**config.mk**
```make
export PLATFORM = sky130hd
export DESIGN_NAME = redirect_ctrl_flat
export DESIGN_NICKNAME = d
export VERILOG_FILES = /design/src/rtl/redirect_ctrl_if.sv /design/src/rtl/redirect_ctrl.sv /design/src/flat_wrapper.sv
export SDC_FILE = /design/constraint.sdc
export NUM_CORES = 1
export LEC_CHECK = 0
export BUFFER_PORTS_ARGS = -buffer_cell sky130_fd_sc_hd__buf_2
export CORE_ASPECT_RATIO = 0.8
export CORE_MARGIN = 4
export CORE_UTILIZATION = 40
export CTS_CLUSTER_DIAMETER = 30
export CTS_CLUSTER_SIZE = 12
export DETAILED_ROUTE_END_ITERATION = 12
export PLACE_DENSITY = 0.71
export SLEW_MARGIN = 40
export SYNTH_ARGS = -nofsm -noshare
export SYNTH_HDL_FRONTEND = slang
export SYNTH_SLANG_ARGS = --single-unit
```
**constraint.sdc**
```tcl
create_clock -name clk -period 8.99 [get_ports clk]
set_clock_uncertainty 0.2 [all_clocks]
set_input_delay 0.4495 -clock clk [delete_from_list [all_inputs] [get_ports clk]]
set_output_delay 0.4495 -clock clk [all_outputs]
set_load 0.01 [all_outputs]
```
**src/rtl/redirect_ctrl_if.sv**
```systemverilog
// -----------------------------------------------------------------------------
// redirect_ctrl_if
//   Bundle between the pipeline (EX stage, trap logic, fetch) and the redirect
//   controller.
//
//   master : pipeline side. Drives the EX result, the trap request and the
//            fetch-side redir_ready. Observes the controller outputs.
//   slave  : controller side (redirect_ctrl).
//
//   Signals
//     ex_valid, ex_pc, ex_pc_b_j, ex_dnpc, ex_pred_npc  resolved EX result
//     ex_ready                                         controller accepts EX
//     trap_valid, trap_pc                              late-stage trap redirect
//     redir_valid, redir_pc, redir_ready               redirect handshake to fetch
//     flush_if_id, flush_id_ex                         one-cycle pipeline flushes
//     stall_fetch                                      fetch hold while pending
//     cnt_resolved, cnt_mispred                        performance counters
// -----------------------------------------------------------------------------
interface redirect_ctrl_if #(
  parameter int XLEN  = 64,
  parameter int CNT_W = 32
);

  logic             ex_valid;
  logic [XLEN-1:0]  ex_pc;
  logic             ex_pc_b_j;
  logic [XLEN-1:0]  ex_dnpc;
  logic [XLEN-1:0]  ex_pred_npc;
  logic             ex_ready;

  logic             trap_valid;
  logic [XLEN-1:0]  trap_pc;

  logic             redir_valid;
  logic [XLEN-1:0]  redir_pc;
  logic             redir_ready;

  logic             flush_if_id;
  logic             flush_id_ex;
  logic             stall_fetch;

  logic [CNT_W-1:0] cnt_resolved;
  logic [CNT_W-1:0] cnt_mispred;

  modport master (
    output ex_valid, ex_pc, ex_pc_b_j, ex_dnpc, ex_pred_npc,
    output trap_valid, trap_pc,
    output redir_ready,
    input  ex_ready,
    input  redir_valid, redir_pc,
    input  flush_if_id, flush_id_ex, stall_fetch,
    input  cnt_resolved, cnt_mispred
  );

  modport slave (
    input  ex_valid, ex_pc, ex_pc_b_j, ex_dnpc, ex_pred_npc,
    input  trap_valid, trap_pc,
    input  redir_ready,
    output ex_ready,
    output redir_valid, redir_pc,
    output flush_if_id, flush_id_ex, stall_fetch,
    output cnt_resolved, cnt_mispred
  );

endinterface

```
**src/rtl/redirect_ctrl.sv**
```systemverilog
// -----------------------------------------------------------------------------
// redirect_ctrl
//   Compares the next PC actually produced by a resolved control-flow
//   instruction against the PC fetch predicted for it. On a mismatch, or on a
//   trap request from a later stage, it raises a redirect towards fetch, pulses
//   the IF/ID and ID/EX flushes for one cycle and stalls fetch until fetch
//   accepts the redirect. Traps always win, including over a redirect that is
//   already pending. Two counters track accepted EX results and mispredicts.
//
//   Ports
//     clk    : sole clock, rising edge
//     rst_n  : asynchronous, active-low reset
//     bus    : redirect_ctrl_if slave modport (see interface header)
//
//   All outputs are registered except ex_ready, which is decoded from the
//   state alone so the EX stage never sees a path from its own inputs.
// -----------------------------------------------------------------------------
module redirect_ctrl #(
  parameter int XLEN  = 64,
  parameter int CNT_W = 32
) (
  input  logic            clk,
  input  logic            rst_n,
  redirect_ctrl_if.slave  bus
);

  typedef enum logic {
    IDLE  = 1'b0,
    REDIR = 1'b1
  } state_t;

  state_t           state;

  logic             redir_valid_q;
  logic [XLEN-1:0]  redir_pc_q;
  logic             flush_q;
  logic             stall_q;
  logic [CNT_W-1:0] cnt_resolved_q;
  logic [CNT_W-1:0] cnt_mispred_q;

  logic             ex_ready_c;
  logic             accept;
  logic             mispredict;
  logic [XLEN-1:0]  seq_npc;
  logic [XLEN-1:0]  actual_npc;

  // The EX result is only consumed while no redirect is outstanding.
  assign ex_ready_c = (state == IDLE);

  // Fall-through PC wraps naturally at the top of the address space.
  assign seq_npc    = bus.ex_pc + XLEN'(4);
  assign actual_npc = bus.ex_pc_b_j ? bus.ex_dnpc : seq_npc;

  // A trap in the same cycle discards the EX result entirely.
  assign accept     = bus.ex_valid & ex_ready_c & ~bus.trap_valid;
  assign mispredict = accept & (actual_npc != bus.ex_pred_npc);

  // Single-process FSM. Flushes default low every cycle and are set only on
  // the edge that loads a new redirect target, which makes them one-cycle
  // pulses aligned with the first cycle the new target is visible.
  always_ff @(posedge clk or negedge rst_n) begin
    if (!rst_n) begin
      state          <= IDLE;
      redir_valid_q  <= 1'b0;
      redir_pc_q     <= '0;
      flush_q        <= 1'b0;
      stall_q        <= 1'b0;
      cnt_resolved_q <= '0;
      cnt_mispred_q  <= '0;
    end else begin
      flush_q <= 1'b0;
      case (state)
        IDLE: begin
          if (bus.trap_valid) begin
            state         <= REDIR;
            redir_valid_q <= 1'b1;
            stall_q       <= 1'b1;
            redir_pc_q    <= bus.trap_pc;
            flush_q       <= 1'b1;
          end else if (accept) begin
            cnt_resolved_q <= cnt_resolved_q + CNT_W'(1);
            if (mispredict) begin
              cnt_mispred_q <= cnt_mispred_q + CNT_W'(1);
              state         <= REDIR;
              redir_valid_q <= 1'b1;
              stall_q       <= 1'b1;
              redir_pc_q    <= actual_npc;
              flush_q       <= 1'b1;
            end
          end
        end
        REDIR: begin
          // A trap replaces the pending target and holds the redirect open
          // even if fetch happens to accept in the same cycle.
          if (bus.trap_valid) begin
            redir_pc_q <= bus.trap_pc;
            flush_q    <= 1'b1;
          end else if (bus.redir_ready) begin
            state         <= IDLE;
            redir_valid_q <= 1'b0;
            stall_q       <= 1'b0;
          end
        end
        default: begin
          state         <= IDLE;
          redir_valid_q <= 1'b0;
          stall_q       <= 1'b0;
        end
      endcase
    end
  end

  assign bus.ex_ready     = ex_ready_c;
  assign bus.redir_valid  = redir_valid_q;
  assign bus.redir_pc     = redir_pc_q;
  assign bus.flush_if_id  = flush_q;
  assign bus.flush_id_ex  = flush_q;
  assign bus.stall_fetch  = stall_q;
  assign bus.cnt_resolved = cnt_resolved_q;
  assign bus.cnt_mispred  = cnt_mispred_q;

endmodule

```
**src/flat_wrapper.sv**
```systemverilog
// flat-port wrapper written by rule: the top's interface ports become plain ports
module redirect_ctrl_flat 
#(
  parameter int XLEN  = 64,
  parameter int CNT_W = 32
)
  (clk, rst_n, bus_ex_valid, bus_ex_pc, bus_ex_pc_b_j, bus_ex_dnpc, bus_ex_pred_npc, bus_trap_valid, bus_trap_pc, bus_redir_ready, bus_ex_ready, bus_redir_valid, bus_redir_pc, bus_flush_if_id, bus_flush_id_ex, bus_stall_fetch, bus_cnt_resolved, bus_cnt_mispred);
  redirect_ctrl_if #(.XLEN(XLEN), .CNT_W(CNT_W)) bus_i ();
  input  logic clk;
  input  logic rst_n;
  input wire logic [$bits(bus_i.ex_valid)-1:0] bus_ex_valid;
  input wire logic [$bits(bus_i.ex_pc)-1:0] bus_ex_pc;
  input wire logic [$bits(bus_i.ex_pc_b_j)-1:0] bus_ex_pc_b_j;
  input wire logic [$bits(bus_i.ex_dnpc)-1:0] bus_ex_dnpc;
  input wire logic [$bits(bus_i.ex_pred_npc)-1:0] bus_ex_pred_npc;
  input wire logic [$bits(bus_i.trap_valid)-1:0] bus_trap_valid;
  input wire logic [$bits(bus_i.trap_pc)-1:0] bus_trap_pc;
  input wire logic [$bits(bus_i.redir_ready)-1:0] bus_redir_ready;
  output wire logic [$bits(bus_i.ex_ready)-1:0] bus_ex_ready;
  output wire logic [$bits(bus_i.redir_valid)-1:0] bus_redir_valid;
  output wire logic [$bits(bus_i.redir_pc)-1:0] bus_redir_pc;
  output wire logic [$bits(bus_i.flush_if_id)-1:0] bus_flush_if_id;
  output wire logic [$bits(bus_i.flush_id_ex)-1:0] bus_flush_id_ex;
  output wire logic [$bits(bus_i.stall_fetch)-1:0] bus_stall_fetch;
  output wire logic [$bits(bus_i.cnt_resolved)-1:0] bus_cnt_resolved;
  output wire logic [$bits(bus_i.cnt_mispred)-1:0] bus_cnt_mispred;
  assign bus_i.ex_valid = bus_ex_valid;
  assign bus_i.ex_pc = bus_ex_pc;
  assign bus_i.ex_pc_b_j = bus_ex_pc_b_j;
  assign bus_i.ex_dnpc = bus_ex_dnpc;
  assign bus_i.ex_pred_npc = bus_ex_pred_npc;
  assign bus_i.trap_valid = bus_trap_valid;
  assign bus_i.trap_pc = bus_trap_pc;
  assign bus_i.redir_ready = bus_redir_ready;
  assign bus_ex_ready = bus_i.ex_ready;
  assign bus_redir_valid = bus_i.redir_valid;
  assign bus_redir_pc = bus_i.redir_pc;
  assign bus_flush_if_id = bus_i.flush_if_id;
  assign bus_flush_id_ex = bus_i.flush_id_ex;
  assign bus_stall_fetch = bus_i.stall_fetch;
  assign bus_cnt_resolved = bus_i.cnt_resolved;
  assign bus_cnt_mispred = bus_i.cnt_mispred;
  redirect_ctrl #(.XLEN(XLEN), .CNT_W(CNT_W)) u_core (.clk(clk), .rst_n(rst_n), .bus(bus_i));
endmodule
```
==> results of run 1 <==
Yosys cell counts (all sizes together) (4+ instances only):
master / number
nand3: 75
nand3b: 5
or3: 11
mux2i: 24
xor2: 78
a311oi: 4
a31oi: 12
nand2b: 9
o31ai: 5
a211oi: 9
buf: 22
nand4: 50
nor3b: 4
clkbuf: 65
and4: 16
a21oi: 70
or4: 9
nor3: 35
xnor2: 142
dfrtp: 131
or2: 6
and3: 37
mux2: 66
inv: 28
and2: 10
nor2b: 5
nor2: 92
or4b: 4
o32ai: 4
nand2: 134
o21ai: 78
o2111ai: 11
nor4: 28
how the worst max path moves through the flow:
stage                  from                       to  slack (ns)  cells past startpoint
4_1_cts        bus_ex_pc[2]  u_core.bus.redir_pc[53]        3.36                     14
3_3_place_gp   bus_ex_pc[2]  u_core.bus.redir_pc[15]        2.45                     13
2_1_floorplan  bus_ex_pc[6]  u_core.bus.redir_pc[27]        4.62                     16
6_report       bus_ex_pc[2]  u_core.bus.redir_pc[48]        3.30                     14
3_5_place_dp   bus_ex_pc[2]  u_core.bus.redir_pc[59]        2.95                     14
5_1_grt        bus_ex_pc[2]  u_core.bus.redir_pc[52]        3.08                     15
per-layer routing:
metal	GRT usage	vias up	wire length, um
met5	0	-	57
met4	0.1317	10	1921
met3	0.09105	118	5279
met2	0.5043	678	22520
met1	0.4418	5627	21270
li1	-	5421	-
report_power, final:
part | leakage (uW) | internal (uW) | total, uW | switching, uW
Sequential | 0.00167 | 650 | 694 | 43.5
Combinational | 0.00419 | 214 | 532 | 318
Clock | 0.000313 | 479 | 761 | 283
Total | 0.00618 | 1340 | 1990 | 645
metrics by stage:
step / util / cell area [sq um] / cells / power, uW
floorplan: - / 10920 / 1319 / 962.0
global placement: 0.4911 / 13060 / 1995 / 1219
detailed placement: 0.4928 / 13110 / 1997 / 1227
CTS: 0.5170 / 13750 / 2029 / 1987
global route: 0.5177 / 13770 / 2035 / 2067
finish: 0.5178 / 13770 / 2036 / 1987
sequential cells by signal, summed over array words and instances (netlist names):
signal                   count
u_core.bus.redir_valid       1
u_core.bus.cnt_mispred      32
u_core.bus.redir_pc         64
u_core.bus.flush_id_ex       1
u_core.state                 1
u_core.bus.cnt_resolved     32
layout by cell type, fill, tap and decap left out, types with 48 or more instances in the layout:
cell type  count
a21oi_1       70
buf_2        392
dfrtp_1      131
nand2_1      134
nand3_1       74
nand4_1       48
nor2_1        91
o21ai_0       77
xnor2_1      142
xor2_1        78
final cells by class:
type | instances | area (sq um)
fill | 2646 | 12820
timing repair buffer | 409 | 2131
multi-input combinational | 1073 | 7158
sequential | 131 | 3278
clock buffer | 19 | 452.9
inverter | 28 | 105.1
antenna | 7 | 17.52
clock inverter | 12 | 178.9
tap | 357 | 446.7
worst register-to-register path, delay by kind of cell, from the launching register on:
kind          cells  cell delay [ns]
simple gates     10             2.57
flops             1             0.40
xor+xnor          1             0.14
repair_timing:
item | CTS | global route
hold buffers | 1 | 0
hold endpoints to repair | 67 | 0
setup endpoints to repair | 0 | 0
cells by family (layout without fill, tap and decap cells):
family / Yosys count / after routing
flip-flops: 131 / 131
AND/OR/NAND/NOR: 535 / 535
multiplexers: 90 / 90
AO/OA/AOI/OAI: 225 / 225
XOR/XNOR: 220 / 220
buffers and inverters: 115 / 468
other: 0 / 7
adder cells (fa/ha/maj): 3 / 3
==> results.cfg, run 1 <==
[yosys]
synth-xor-area-share = 0.1764
synth_top_family_by_area = simple AND/OR/NAND/NOR gates
yosys.area_share.simple = 0.2559
ys_dominant_reg_cell = dfrtp_1
async_reset_ff_frac = 1.000
synth_compound_area_frac = 0.1283
ys_seq_area_frac = 0.3001
synth-edff-count = 0
syn-num-nets = 1584
ys_ff_latch = 131
yosysTopAreaCell = dfrtp_1
synth.distinct_cells = 75
yosys.area.top_type_share = 0.3001
syn_inst = 1319
synthAdderAreaFrac = 0.003436
synth_warnings = 0
post_synth.cell_area_avg_sq_um = 8.282
synthTopCellsByArea = dfrtp_1 30%, xnor2_1 11%, xor2_1 6.3%, nand2_1 4.6%, o21ai_0 3.5%
muxShareOfSynthArea = 0.09002
netlist_area_sq_um = 10920

[power]
p_per_area_nw_per_um2 = 144.3
leakage_uw = 0.006180
ir_drop_mv = 0.1360

[place]
io_buffers = 394
dp_hpwl_mm = 42.06
post-place-ws_ns = 2.947
place_congestion = 1.048

[detailed_routing]
dr.pass1.iters = 6
ant_nets = 0
drt_iter0_drc = 1022
post-route-drc-count = 0
via_per_inst = 5.822
wire_per_inst_um = 25.07
drt-total-wl_mm = 51.04
vias = 11854

[clocking]
cts_buffers = 17
cts_max_level = 4
clk_latency_ns = 0.43
clock-root-buffer = clkbuf_16
cts_resized = 0
cts_sinks = 131
clock_path_buffers = 2
post-cts-setup-buffers = 0
path_clk_slew_ns = 0.06
tritoncts = yes

[sta]
max_freq_mhz = 175.7
relSlewSlack = 0.4675
post-route-period-util = 0.6333
drv_slew = 0
setup_tns_ns = 0
hold_violations = 0
fin_ws_ns = 3.297
worstMarginPinSlew_ns = 0.7921
setup_viol = 0
post-route-min-period_ns = 5.693
hold_ws_ns = 0.02425
rsz0062_at_grt = no

[setup_path]
r2r-end = u_core.bus.cnt_resolved[31]
slowest_stage = or4b_1
path_class = input pin to register
cp_max_fo = 33
cp.arrival_ns = 5.80
crit_path_start_kind = input pin
critPathMostFrequentCell = buf_8
max_stage_delay_ns = 0.79
r2r_start = u_core.state
cp_cell_sequence = buf_2 > ha_1 > nand3_1 > or4_1 > or4b_1 > a21o_1 > a2111oi_2 > nand2_1 > nor4_2 > nand3_2 > a31oi_4 > buf_8 > buf_8 > mux2_1
cp_top_family = simple AND/OR/NAND/NOR gates
cp_num_buf_inv = 3
r2r_setup_slack_ns = 5.58
end_kind = register
worstPathRequired_ns = 9.10
r2r_cells = 11

[floorplan]
start_util = 0.4108
rows = 53
dieArea_sq_um = 30030
die_w_um = 192.8
boundaryPins = 395
die_h_um = 155.8
core_sq_um = 26590

[global_route]
grt_max_degree = 112
grt_antenna_before_repair = 11
grt_usage = 0.3292
grt_pass1_wl_mm = 73.84
grt_pass1_vias = 11552
grt_overflow_total = 0

[flow_run]
cap_violations = 0

[min_path]
hold_class = input pin to register
hold_depth = 2
hold_end = u_core.state
min_from = bus_redir_ready

[layout]
area_growth_syn_to_layout_pct = 26.03
layout.nets = 1925
drive_gt1_frac = 0.2949

[status]
status = finished, final reports clean
Power figures use the tool's default switching activity.
==> run 2: changes to the inputs <==
==> constraint.sdc (replaced) <==
create_clock -name clk -period 5.8 [get_ports clk]
set_clock_uncertainty 0.2 [all_clocks]
set_input_delay 0.29 -clock clk [delete_from_list [all_inputs] [get_ports clk]]
set_output_delay 0.29 -clock clk [all_outputs]
set_load 0.01 [all_outputs]
==> results.cfg, run 2 (synthesized netlist as in run 1, its figures left out) <==
[min_path]
hold_class = input pin to register
hold_depth = 4

[clocking]
cts_sinks = 131
cts_max_level = 4
clock-root-buffer = clkbuf_16
tritoncts = yes
cts_buffers = 17
clk_latency_ns = 0.43
clock_path_buffers = 2
path_clk_slew_ns = 0.06

[layout]
final_common_cell = buf_2
multi_input_area_sq_um = 7153
largest_register_ff_count = 64
layout.nets = 1972
register_area_sq_um = 3278
utilization = 0.5341
fin_cells = 2083
area_growth_syn_to_layout_pct = 30.01
fillers = 2575
final_cell_mix = 392 x buf_2, 142 x xnor2_1, 134 x nand2_1
drive_gt1_frac = 0.2907

[sta]
relSlewSlack = 0.4329
rsz0062_at_grt = no
post-route-period-util = 0.8817
post-route-min-period_ns = 5.114
setup_tns_ns = 0
drv_slew = 0
max_freq_mhz = 195.6
worstMarginPinSlew_ns = 0.8429
setup_viol = 0
hold_violations = 0
fin_ws_ns = 0.6864

[detailed_routing]
dr.pass1.iters = 6
ant_nets = 0
via_per_inst = 5.888
drt-total-wl_mm = 51.68
wire_per_inst_um = 24.81
post-route-drc-count = 0
vias = 12265
drt_iter0_drc = 1203

[setup_path]
end_kind = register
crit_path_start_kind = input pin
cp_num_buf_inv = 2
max_stage_delay_ns = 0.89
slowest_stage = or4_1
cp_top_family = simple AND/OR/NAND/NOR gates
cp_cell_sequence = buf_2 > nand4_1 > or4_1 > or4_1 > xor2_1 > a21oi_1 > xnor2_1 > nand4_1 > nor4_2 > nand3_2 > a31oi_4 > buf_4 > mux2_2
cp.arrival_ns = 5.22
path_class = input pin to register
cp.depth = 13
r2r_cells = 11
worstPathRequired_ns = 5.91
cp_max_fo = 28

[power]
power.total_uw = 3098
clock_power_share = 0.379
comb_power_share = 0.274
leakage_uw = 0.006375
p_seq_frac = 0.347
p_int_uw = 2093
ir_drop_mv = 0.2459
sw_frac_of_total = 0.3244
p_switching_uw = 1005
p_per_area_nw_per_um2 = 218.1

[floorplan]
die_w_um = 192.8
rows = 53
dieArea_sq_um = 30030
start_util = 0.4108
die_h_um = 155.8
core_sq_um = 26590
boundaryPins = 395

[global_route]
grt_antenna_before_repair = 11
grt_usage = 0.3319
grt_overflow_total = 0
grt_max_degree = 87
grt_pass1_wl_mm = 75.21
grt_pass1_vias = 12112

[place]
dp.cells = 2004
post-place-ws_ns = 0.4037
dp_hpwl_mm = 41.99
io_buffers = 394
place_congestion = 1.059

[flow_run]
cap_violations = 0

[status]
status = finished, final reports clean
run 2: worst paths after layout:
kind / from / endpoint / slack [ns]
max in group asynchronous: rst_n / u_core.bus.redir_pc[61] / 3.94
min: bus_trap_pc[36] / u_core.bus.redir_pc[36] / 0.003
min reg2reg: u_core.bus.cnt_mispred[31] / u_core.bus.cnt_mispred[31] / 0.27
max: bus_ex_pc[5] / u_core.bus.redir_pc[63] / 0.69
min in group asynchronous: rst_n / u_core.bus.cnt_resolved[30] / 0.28
max reg2reg: u_core.state / u_core.bus.cnt_resolved[31] / 2.40
run 2: timing repair:
item / in CTS / in global routing
resized for setup: 0 / 0
hold buffers: 41 / 0
setup buffers: 0 / 0
endpoints found under the hold margin: 125 / 0
run 2: cell type report:
cell class / count / area share
Clock inverter: 10 / 0.01031
Clock buffer: 22 / 0.03480
Multi-Input combinational cell: 1073 / 0.5037
Antenna cell: 6 / 0.001057
Inverter: 28 / 0.007400
Sequential cell: 131 / 0.2308
Tap cell: 357 / 0.03145
Timing Repair Buffer: 456 / 0.1805
run 2: metal layers:
layer  wire (um)  part of all wire  up-vias  track usage
li1            -                 -     5502            -
met1       21160              0.41     5887       0.4441
met2       23120              0.45      746       0.5207
met3        5464              0.11      118      0.08322
met4        1864             0.036       12       0.1242
met5          78            0.0015        -            0
run 2: tightest hold or removal path: cells and delay by family:
family	cells	cell delay, ns
AO/OA/AOI/OAI	1	0.06
multiplexers	1	0.12
AND/OR/NAND/NOR	1	0.04
buffers and inverters	1	0.09
run 2: power groups by stage:
stage	clock, uW	sequential [uW]	combinational (uW)
after floorplan	0	1130	364
after global routing	1220	1090	912
final	1170	1080	848
after global placement	0	1080	802
after CTS	1190	1070	842
after detailed placement	0	1090	813
run 2: metrics by stage:
stage / hold slack [ns] / area (sq um)
global route: 0.02623 / 14200
detailed placement: 0.2161 / 13130
floorplan: -0.2056 / 10920
finish: 0.002584 / 14200
global placement: 0.2124 / 13130
CTS: 0.001550 / 14180
==> run 3: changes to the inputs <==
--- a/config.mk
+++ b/config.mk
@@ -5,6 +5,7 @@
 export SDC_FILE = /design/constraint.sdc
 export NUM_CORES = 1
 export LEC_CHECK = 0
+export ABC_AREA = 1
 export BUFFER_PORTS_ARGS = -buffer_cell sky130_fd_sc_hd__buf_2
 export CORE_ASPECT_RATIO = 0.8
 export CORE_MARGIN = 4
==> constraint.sdc (replaced) <==
create_clock -name clk -period 5.8 [get_ports clk]
set_clock_uncertainty 0.2 [all_clocks]
set_input_delay 1.16 -clock clk [delete_from_list [all_inputs] [get_ports clk]]
set_output_delay 1.16 -clock clk [all_outputs]
set_load 0.01 [all_outputs]
==> results.cfg, run 3 <==
[status]
status = finished, final reports clean

[floorplan]
boundaryPins = 395
rows = 53
die_h_um = 156.1
core_sq_um = 26660
die_w_um = 193.1
start_util = 0.4113
dieArea_sq_um = 30140

[clocking]
clock-root-buffer = clkbuf_16
cts_max_level = 4
clock_path_buffers = 2
hold_buffers = 0
post-cts-setup-buffers = 0
tritoncts = yes
clk_latency_ns = 0.43
cts_buffers = 17
path_clk_slew_ns = 0.06
cts_sinks = 131
cts_resized = 0

[min_path]
hold_depth = 1
hold_class = register to register
min_from = u_core.bus.cnt_resolved[31]
hold_end = u_core.bus.cnt_resolved[31]

[setup_path]
r2r_cells = 13
cp.arrival_ns = 4.61
cp_num_buf_inv = 3
cp_top_family = simple AND/OR/NAND/NOR gates
r2r-end = u_core.bus.cnt_resolved[28]
end_kind = register
cp.depth = 22
path_class = input pin to register
max_stage_delay_ns = 0.35
crit_path_start_kind = input pin
worstPathRequired_ns = 5.96
slowest_stage = buf_12
critPathMostFrequentCell = nand2_1
r2r_start = u_core.bus.cnt_resolved[0]
cp_max_fo = 89
r2r_setup_slack_ns = 2.46
cp_cell_sequence = buf_2 > ha_1 > nand2_1 > nor2_2 > nand2_2 > nor2_8 > nand2_1 > nand3_1 > nand2_1 > nand2_1 > nand3_1 > nor2_1 > nand2_1 > nor2_1 > nand2_1 > nor2_1 > nand3_1 > buf_4 > nand2_4 > buf_12 > nand3_1 > nand2_1

[detailed_routing]
via_per_inst = 5.380
post-route-drc-count = 0
ant_nets = 0
dr.pass1.iters = 6
drt_iter0_drc = 1259
drt-total-wl_mm = 51.22
wire_per_inst_um = 19.96
vias = 13806

[sta]
post-route-period-util = 0.7678
rsz0062_at_grt = no
relSlewSlack = 0.5126
setup_tns_ns = 0
drv_slew = 0
fin_ws_ns = 1.347
worstMarginPinSlew_ns = 0.7311
max_freq_mhz = 224.6
hold_violations = 0
post-route-min-period_ns = 4.453
setup_viol = 0

[yosys]
yosys.area.top_type_share = 0.2990
synth.most_common_cell = nand2_1
yosysTopAreaCell = dfrtp_1
syn_inst = 1825
synthTopCellsByArea = dfrtp_1 30%, nand2_1 25%, nand3_1 10%, nor2_1 6.2%, inv_1 5.2%
netlist_area_sq_um = 10960
ys_dominant_reg_cell = dfrtp_1
post_synth.cell_area_avg_sq_um = 6.008
synth_warnings = 0
synth.distinct_cells = 35
async_reset_ff_frac = 1.000
ys_seq_area_frac = 0.2990
syn-num-nets = 2090
ys_ff_latch = 131
synth-edff-count = 0
synth_commonest_cells = 741 x nand2_1, 225 x nand3_1, 182 x nor2_1

[layout]
layout.nets = 2459
drive_gt1_frac = 0.2338
final_common_cell = nand2_1
utilization = 0.5214
fin_cells = 2566
largest_register_ff_count = 64
area_growth_syn_to_layout_pct = 26.76
final_cell_mix = 741 x nand2_1, 393 x buf_2, 225 x nand3_1

[global_route]
grtUsageMet1 = 0.4407
grt_antenna_before_repair = 7
grt_pass1_vias = 12865
grt_overflow_total = 0
use_met2 = 0.5245
grt.busiest_layer = met2
grt_usage = 0.3304
use_met3 = 0.06890
grt_max_degree = 90
grt_pass1_wl_mm = 75.51

[power]
p_int_uw = 2234
ir_drop_mv = 0.2394
clock_power_share = 0.328
comb_power_share = 0.332
sw_frac_of_total = 0.3745
p_switching_uw = 1338
p_seq_frac = 0.340
p_per_area_nw_per_um2 = 257.0
leakage_uw = 0.007688

[place]
post-place-ws_ns = 1.035
dp_hpwl_mm = 41.93
io_buffers = 394
dp.cells = 2532
place_congestion = 1.040

[flow_run]
cap_violations = 0
-- run 3: changes by cell type after synthesis, sizes merged, moves of 100 or more --
cell   before  now
nand2     134  747
nand3      75  225
inv        28  155
xnor2     142   16
nor2       92  192
-- run 3: worst reg2reg max path, stage by stage (launching register included) --
cell,delay (ns)
dfrtp_1,0.43
ha_1,0.20
nand3_1,0.08
nor2_1,0.20
nand3_1,0.15
nor2_1,0.15
nand4_1,0.24
nor4_2,0.36
nand3_1,0.17
nor2_1,0.20
nand3_1,0.14
nor3_1,0.41
nand3_1,0.15
xnor2_1,0.16
-- run 3: final cells by class --
| type | count | area [sq um] |
|---|---|---|
| flip-flops and latches | 131 | 3278 |
| fillers | 2777 | 12760 |
| multi-input cells | 1480 | 6819 |
| inverters | 156 | 590.6 |
| clock buffers | 20 | 456.7 |
| clock inverters | 12 | 178.9 |
| diodes | 2 | 5.005 |
| repair buffers | 408 | 2123 |
| well taps | 357 | 446.7 |
-- run 3: routing by layer --
metal / part of all wire / up-vias
li1: - / 6561
met1: 0.41 / 6373
met2: 0.44 / 753
met3: 0.096 / 107
met4: 0.045 / 12
met5: 0.0015 / -
-- run 3: worst max-delay path by stage --
stage,startpoint,endpoint,slack (ns)
6_report,bus_ex_pc[2],u_core.bus.redir_pc[20],1.35
5_1_grt,bus_ex_pc_b_j,u_core.bus.redir_pc[41],1.16
4_1_cts,bus_ex_pc[2],u_core.bus.redir_pc[20],1.46
3_5_place_dp,bus_ex_pc[2],u_core.bus.redir_pc[9],1.03
3_3_place_gp,bus_ex_pc_b_j,u_core.bus.cnt_mispred[20],0.77
2_1_floorplan,bus_ex_pc[2],u_core.bus.redir_pc[14],2.24
-- run 3: through the flow --
stage	hold slack (ns)	power [uW]	instance area, sq um
4_1_cts	0.2740	3578	13890
5_1_grt	0.2882	3764	13900
3_5_place_dp	0.2597	2404	13260
6_report	0.2692	3572	13900
2_1_floorplan	0.3067	1834	10960
3_3_place_gp	0.2553	2383	13250
-- run 3: power by group through the flow --
stage	Combinational (uW)	Clock, uW	Sequential [uW]
2_1_floorplan	563	0	1270
3_3_place_gp	1160	0	1220
3_5_place_dp	1180	0	1220
4_1_cts	1190	1180	1210
5_1_grt	1310	1220	1230
6_report	1190	1170	1210
-- run 3: cell families (layout without fill, tap and decap cells) --
| logic type | Yosys count | count (layout) | share of synthesized area |
|---|---|---|---|
| compound gates | 89 | 89 | 0.04279 |
| buf+inv | 214 | 596 | 0.07954 |
| other cells | 0 | 2 | 0 |
| simple gates | 1325 | 1325 | 0.5249 |
| fa+ha+maj | 3 | 3 | 0.003424 |
| xor+xnor | 63 | 63 | 0.05032 |
| flops | 131 | 131 | 0.2990 |
